<file path="src/rtl/spike_packetizer.sv">
// Scans a latched spike vector and emits one {CORE_ID, index} packet per set bit through a FWFT FIFO.
// Optional feature macro: SPIKE_PKT_COUNT_EN adds spike_count_o (packets pushed in the current frame).
module spike_packetizer #(
    parameter int          NUM_NEURONS = 256,
    parameter int          FIFO_DEPTH  = 16,
    parameter logic [0:0]  CORE_ID     = 1'b0,
    localparam int         IDX_W       = $clog2(NUM_NEURONS),
    localparam int         PTR_W       = $clog2(FIFO_DEPTH),
    localparam int         LVL_W       = PTR_W + 1
) (
    input  logic                   wb_clk_i,
    input  logic                   wb_rst_i,
    input  logic                   capture_i,
    input  logic [NUM_NEURONS-1:0] spike_vec_i,
    output logic                   pkt_valid_o,
    input  logic                   pkt_ready_i,
    output logic [IDX_W:0]         pkt_data_o,
    output logic                   busy_o,
    output logic                   done_o,
    output logic                   overrun_o,
    input  logic                   clear_overrun_i,
    output logic [LVL_W-1:0]       fifo_level_o
`ifdef SPIKE_PKT_COUNT_EN
    ,
    output logic [IDX_W:0]         spike_count_o
`endif
);

    typedef enum logic [1:0] {
        IDLE  = 2'd0,
        SCAN  = 2'd1,
        DRAIN = 2'd2
    } state_t;

    state_t                 state_r, state_s;
    logic [NUM_NEURONS-1:0] frame_r;
    logic [IDX_W:0]         idx_r, idx_s, idx_inc_s;
    logic [IDX_W:0]         mem_r [FIFO_DEPTH];
    logic [PTR_W-1:0]       wr_ptr_r, rd_ptr_r;
    logic [LVL_W-1:0]       level_r;
    logic                   busy_r, done_r, overrun_r;
    logic                   full_s, empty_s, push_s, pop_s, accept_s, done_s;
    logic                   overrun_set_s, cur_bit_s;

    // Scan FSM next-state: one bit per cycle, stalling on a set bit while the FIFO is full.
    always_comb begin
        state_s       = state_r;
        idx_s         = idx_r;
        push_s        = 1'b0;
        accept_s      = 1'b0;
        done_s        = 1'b0;
        empty_s       = (level_r == {LVL_W{1'b0}});
        full_s        = (level_r == LVL_W'(FIFO_DEPTH));
        pop_s         = !empty_s && pkt_ready_i;
        cur_bit_s     = frame_r[idx_r[IDX_W-1:0]];
        idx_inc_s     = idx_r + {{IDX_W{1'b0}}, 1'b1};
        overrun_set_s = capture_i && (state_r != IDLE);
        case (state_r)
            IDLE: begin
                if (capture_i) begin
                    accept_s = 1'b1;
                    idx_s    = '0;
                    state_s  = SCAN;
                end else begin
                    state_s  = IDLE;
                end
            end
            SCAN: begin
                if (cur_bit_s && full_s) begin
                    idx_s = idx_r;
                end else begin
                    push_s = cur_bit_s;
                    idx_s  = idx_inc_s;
                    // The extra index bit marks that the last neuron has been passed.
                    if (idx_inc_s[IDX_W]) begin
                        state_s = DRAIN;
                    end else begin
                        state_s = SCAN;
                    end
                end
            end
            DRAIN: begin
                if (empty_s) begin
                    state_s = IDLE;
                    done_s  = 1'b1;
                end else begin
                    state_s = DRAIN;
                end
            end
            default: begin
                state_s = IDLE;
            end
        endcase
    end

    // Control state, frame latch and status flags.
    always_ff @(posedge wb_clk_i) begin
        if (wb_rst_i) begin
            state_r   <= IDLE;
            idx_r     <= '0;
            frame_r   <= '0;
            busy_r    <= 1'b0;
            done_r    <= 1'b0;
            overrun_r <= 1'b0;
        end else begin
            state_r <= state_s;
            idx_r   <= idx_s;
            busy_r  <= (state_s != IDLE);
            done_r  <= done_s;
            if (accept_s) begin
                frame_r <= spike_vec_i;
            end
            // A collision between set and clear keeps the flag raised.
            if (overrun_set_s) begin
                overrun_r <= 1'b1;
            end else if (clear_overrun_i) begin
                overrun_r <= 1'b0;
            end
        end
    end

    // Packet FIFO storage, pointers and occupancy.
    always_ff @(posedge wb_clk_i) begin
        if (wb_rst_i) begin
            wr_ptr_r <= '0;
            rd_ptr_r <= '0;
            level_r  <= '0;
            for (int i = 0; i < FIFO_DEPTH; i++) begin
                mem_r[i] <= '0;
            end
        end else begin
            if (push_s) begin
                mem_r[wr_ptr_r] <= {CORE_ID, idx_r[IDX_W-1:0]};
                wr_ptr_r        <= wr_ptr_r + {{(PTR_W-1){1'b0}}, 1'b1};
            end
            if (pop_s) begin
                rd_ptr_r <= rd_ptr_r + {{(PTR_W-1){1'b0}}, 1'b1};
            end
            case ({push_s, pop_s})
                2'b10:   level_r <= level_r + {{(LVL_W-1){1'b0}}, 1'b1};
                2'b01:   level_r <= level_r - {{(LVL_W-1){1'b0}}, 1'b1};
                default: level_r <= level_r;
            endcase
        end
    end

`ifdef SPIKE_PKT_COUNT_EN
    logic [IDX_W:0] count_r;

    // Per-frame packet counter, held after completion until the next accepted capture.
    always_ff @(posedge wb_clk_i) begin
        if (wb_rst_i) begin
            count_r <= '0;
        end else if (accept_s) begin
            count_r <= '0;
        end else if (push_s) begin
            count_r <= count_r + {{IDX_W{1'b0}}, 1'b1};
        end else begin
            count_r <= count_r;
        end
    end

    assign spike_count_o = count_r;
`endif

    assign pkt_valid_o  = (level_r != {LVL_W{1'b0}});
    assign pkt_data_o   = mem_r[rd_ptr_r];
    assign busy_o       = busy_r;
    assign done_o       = done_r;
    assign overrun_o    = overrun_r;
    assign fifo_level_o = level_r;

endmodule

</file>
<file path="config.mk">
export PLATFORM = sky130hd
export DESIGN_NAME = spike_packetizer
export DESIGN_NICKNAME = d
export VERILOG_FILES = /design/src/rtl/spike_packetizer.sv
export SDC_FILE = /design/constraint.sdc
export NUM_CORES = 1
export LEC_CHECK = 0
export BUFFER_PORTS_ARGS = -buffer_cell sky130_fd_sc_hd__buf_2
export CORE_ASPECT_RATIO = 0.6
export CORE_UTILIZATION = 23
export CTS_CLUSTER_SIZE = 40
export DETAILED_ROUTE_END_ITERATION = 10
export PLACE_DENSITY_LB_ADDON = 0.25
export SYNTH_ARGS = -nofsm -noshare
export SYNTH_HDL_FRONTEND = slang
export SYNTH_SLANG_ARGS = --single-unit
</file>
<file path="constraint.sdc">
create_clock -name wb_clk_i -period 6.55 [get_ports wb_clk_i]
set_input_delay 1.6375 -clock wb_clk_i [delete_from_list [all_inputs] [get_ports wb_clk_i]]
set_output_delay 1.6375 -clock wb_clk_i [all_outputs]
set_load 0.01 [all_outputs]
</file>
==> run_results.csv <==
group,metric,value,unit
sta,timing.final.crit_share,72.8,%
finish,final_common_cell,"nand2_1",
yosys,synth_top_cell_by_area,"dfxtp_1",
detailed_routing,detail_route.drc_violations,0,
placed_design,dp.final_hpwl,45600,um
yosys,synth_area_per_cell,9.76,um^2
sta,finalSetupTns,0,ns
sta,slew_violations,0,
cts,post-cts-setup-buffers,0,
run_status,status,"finished clean",
floorplan,chipHeight,219,um
placed_design,placement.io_buffers,277,
yosys,ys_top_cells_by_area,"dfxtp_1 32%, edfxtp_1 21%, nand2_1 12%",
yosys,netlist_area,18100,um^2
finish,nNetsFinal,2316,
sta,max_freq,210,MHz
cts,tritoncts_clock_tree,"yes",
flow_run,cap_viol_max_count,0,
cts,clock-sinks,415,
cts,cts_hold_buf,0,
global_routing,grt_overflow,0,
sta,finalWorstSetupSlack,1.78,ns
finish,layout.cells.most_common_list,"563 x nand2_1, 282 x dfxtp_1, 277 x a21oi_1, 276 x buf_2, 153 x nor2_1",
global_routing,number_of_global_route_vias_before_repair,14200,
worst_setup_path,cp-start-kind,"register",
pwr,share_clk_of_total_power,38.6,%
worst_hold_path,worst_hold_class,"reg -> reg",
floorplan,fp.dieW,364,um
floorplan,initial_utilization,23.3,%
global_routing,grt_first_pass_wirelength,92200,um
detailed_routing,post_route_met1_wirelength,29400,um
cts,ctsHtreeMaxLevel,2,
pwr,p_switching,1650,uW
pwr,share_comb_of_total_power,13.4,%
sta,setup_viol,0,
yosys,synthesis.nets,2128,
worst_setup_path,worstSetupEndpointType,"register",
sta,fin_crit,4.77,ns
detailed_routing,met2_wirelength,26600,um
cts,cts_root_buf,"clkbuf_16",
floorplan,core_footprint,77700,um^2
pwr,total_leakage_power,0.00764,uW
sta,grt_setup_unrepaired,"false",
finish,multi_input_comb_area,7710,um^2
worst_setup_path,crit_required,7.05,ns
yosys,synthDistinctLibCells,57,
detailed_routing,initialDrtViolationCount,1351,
placed_design,dp_slack,1.75,ns
finish,signed_area_change_from_the_synthesized_netlist_to_the_final_layout,19.0,%
detailed_routing,ant_nets,0,
finish,fillers,8307,
worst_setup_path,setup.worst_path.class,"reg -> reg",
worst_setup_path,worstPathMaxFanout,26,
sta,finalHoldViolations,0,
sta,relSlewSlack,14.0,%
detailed_routing,dr.pass1.iters,5,
cts,max-clock-path-buffers,3,
finish,layout.area.seq,9600,um^2
worst_setup_path,crit_path_frequent_cell,"inv_1",
finish,layout-drive-gt1-share,22.8,%
floorplan,die-area,79900,um^2
detailed_routing,drt_wl_total,62200,um
yosys,synth_largest_type_area_fraction,31.7,%
worst_setup_path,timing.critical_path.slowest_cell_delay,0.69,ns
pwr,max_rail_drop_vdd,0.000146,V
pwr,power_density,282,nW/um^2
detailed_routing,vias_per_cell,4.61,
yosys,synth_warnings,0,
sta,timing.hold.ws,0.453,ns
cts,clk_latency,0.57,ns
pwr,seqPwrFrac,47.9,%
worst_setup_path,worstPathCellList,"mux4_2, mux2i_1, o211ai_1, or3_1, a31oi_2, buf_4, nor2_2, inv_1, ha_1, inv_1, fa_1, inv_1, a21o_1, a21oi_1, xnor2_1, or3_1, a21oi_1",
worst_setup_path,worst_path_max_delay_cell,"dfxtp_4",
yosys,yosys_most_used_dff,"dfxtp_1",
yosys,synth-seq-area-share,52.9,%
cts,cts.clk_slew.worst_paths,0.07,ns
cts,cts-buffers-inserted,41,
cts,post_cts_resized,0,
pwr,internal_power,4420,uW
global_routing,grt_start_max_net_pins,179,
detailed_routing,highest_signal_layer,"met5",
pwr,switching_share,27.1,%
detailed_routing,vias,14400,
yosys,synthesis.instances,1856,
floorplan,design.portCount,279,
floorplan,rows,79,
global_routing,grt_use_total,15.4,%
detailed_routing,wl_per_cell,19.9,um
global_routing,antenna_found_initial,3,
sta,max_slew.worst_pin.slew,1.29,ns
placed_design,gp_congestion,0.790,
yosys,synth_async_sr_flop_share,0,%
yosys,ys_seq_elements,415,
worst_setup_path,worst_ep_arrival_time,5.26,ns
yosys,synth-edff-count,128,
sta,final.setup_skew,0.0229,ns
detailed_routing,met3_wirelength,5300,um
-- path summary, 6_finish.rpt --
| path | start | end | slack, ns | cells after the start |
|---|---|---|---|---|
| max | idx_r[0] | fifo_level_o[4] | 1.78 | 17 |
| min | frame_r[101] | frame_r[101] | 0.45 | 2 |
| min reg2reg | frame_r[101] | frame_r[101] | 0.45 | 2 |
| max reg2reg | idx_r[0] | fifo_level_o[4] | 1.78 | 17 |
-- power groups by stage --
stage	Clock (uW)	Sequential, uW	Combinational, uW
2_1_floorplan	0	2890	574
3_3_place_gp	0	2970	820
3_5_place_dp	0	2970	829
4_1_cts	2400	2920	831
5_1_grt	2510	2930	899
6_report	2350	2910	815
-- cells in the mapped netlist (2+ instances only) --
cell and number:
a211o_1 2, a211oi_1 6, a21o_1 2, a21oi_1 277, a221oi_2 2, a22o_1 3
a22oi_1 5, a2bb2oi_1 2, a31oi_1 2, and2_1 3, buf_1 10, buf_12 3
buf_2 10, buf_4 7, buf_6 13, buf_8 3, clkbuf_1 108, dfxtp_1 287
edfxtp_1 128, ha_1 10, inv_1 9, mux2_2 5, mux2i_1 39, mux4_2 90
nand2_1 564, nand2b_1 8, nand3_1 9, nand3b_1 3, nand4_1 5, nor2_1 153
nor2b_1 9, o2111ai_1 2, o211ai_1 3, o21ai_0 11, o21bai_1 16, o221ai_1 2
o22ai_1 6, o31ai_1 2, or3_1 5, or4_1 5, xnor2_1 5, xor2_1 7
-- flip-flops by register name (all words and copies together), names as in the netlist, named ones only --
signal        flops
rd_ptr_r          4
wr_ptr_r          4
idx_r             9
done_o            1
fifo_level_o      5
overrun_o         1
mem_r           128
busy_o            1
state_r           2
frame_r         256
-- per-layer routing --
layer	vias to the layer above	global-route usage [%]
met3	74	4.26
li1	6778	-
met4	4	2.76
met2	496	22.9
met5	-	0
met1	7067	22.4
-- logic make-up after synthesis --
logic type	after synthesis	share of synthesized area, %
buffers and inverters	163	4.59
multiplexers	134	13.7
adder cells (fa/ha/maj)	11	0.801
AO/OA/AOI/OAI	349	10.7
other	1	0.0207
XOR/XNOR	12	0.580
flip-flops	415	52.9
AND/OR/NAND/NOR	771	16.7
-- worst max-delay path: cells and delay by family, from the launching register on --
family	cells	cell delay, ns
muxes	2	1.12
and+or+nand+nor	3	0.85
DFF	1	0.69
AOI/OAI and AO/OA	5	0.66
adders and majority gates	2	0.65
buffers and inverters	4	0.56
xor gates and xnor gates	1	0.14
-- through the flow --
stage	utilization, %	area, um^2	power (uW)	instances
floorplan	-	18100	3470	1856
global placement	26.1	20300	3790	3054
detailed placement	26.1	20300	3800	3054
CTS	27.7	21600	6150	3129
global route	27.7	21600	6340	3129
finish	27.7	21600	6070	3130
-- cell type report --
| cell class | instances | area share (%) |
|---|---|---|
| repair buffers | 299 | 7.42 |
| well taps | 1053 | 6.11 |
| diodes | 1 | 0.0116 |
| inverters | 9 | 0.157 |
| multi-input cells | 1278 | 35.8 |
| flip-flops and latches | 415 | 44.6 |
| clock inverters | 24 | 0.726 |
| clock buffers | 51 | 5.27 |
Power figures use the tool's default switching activity.
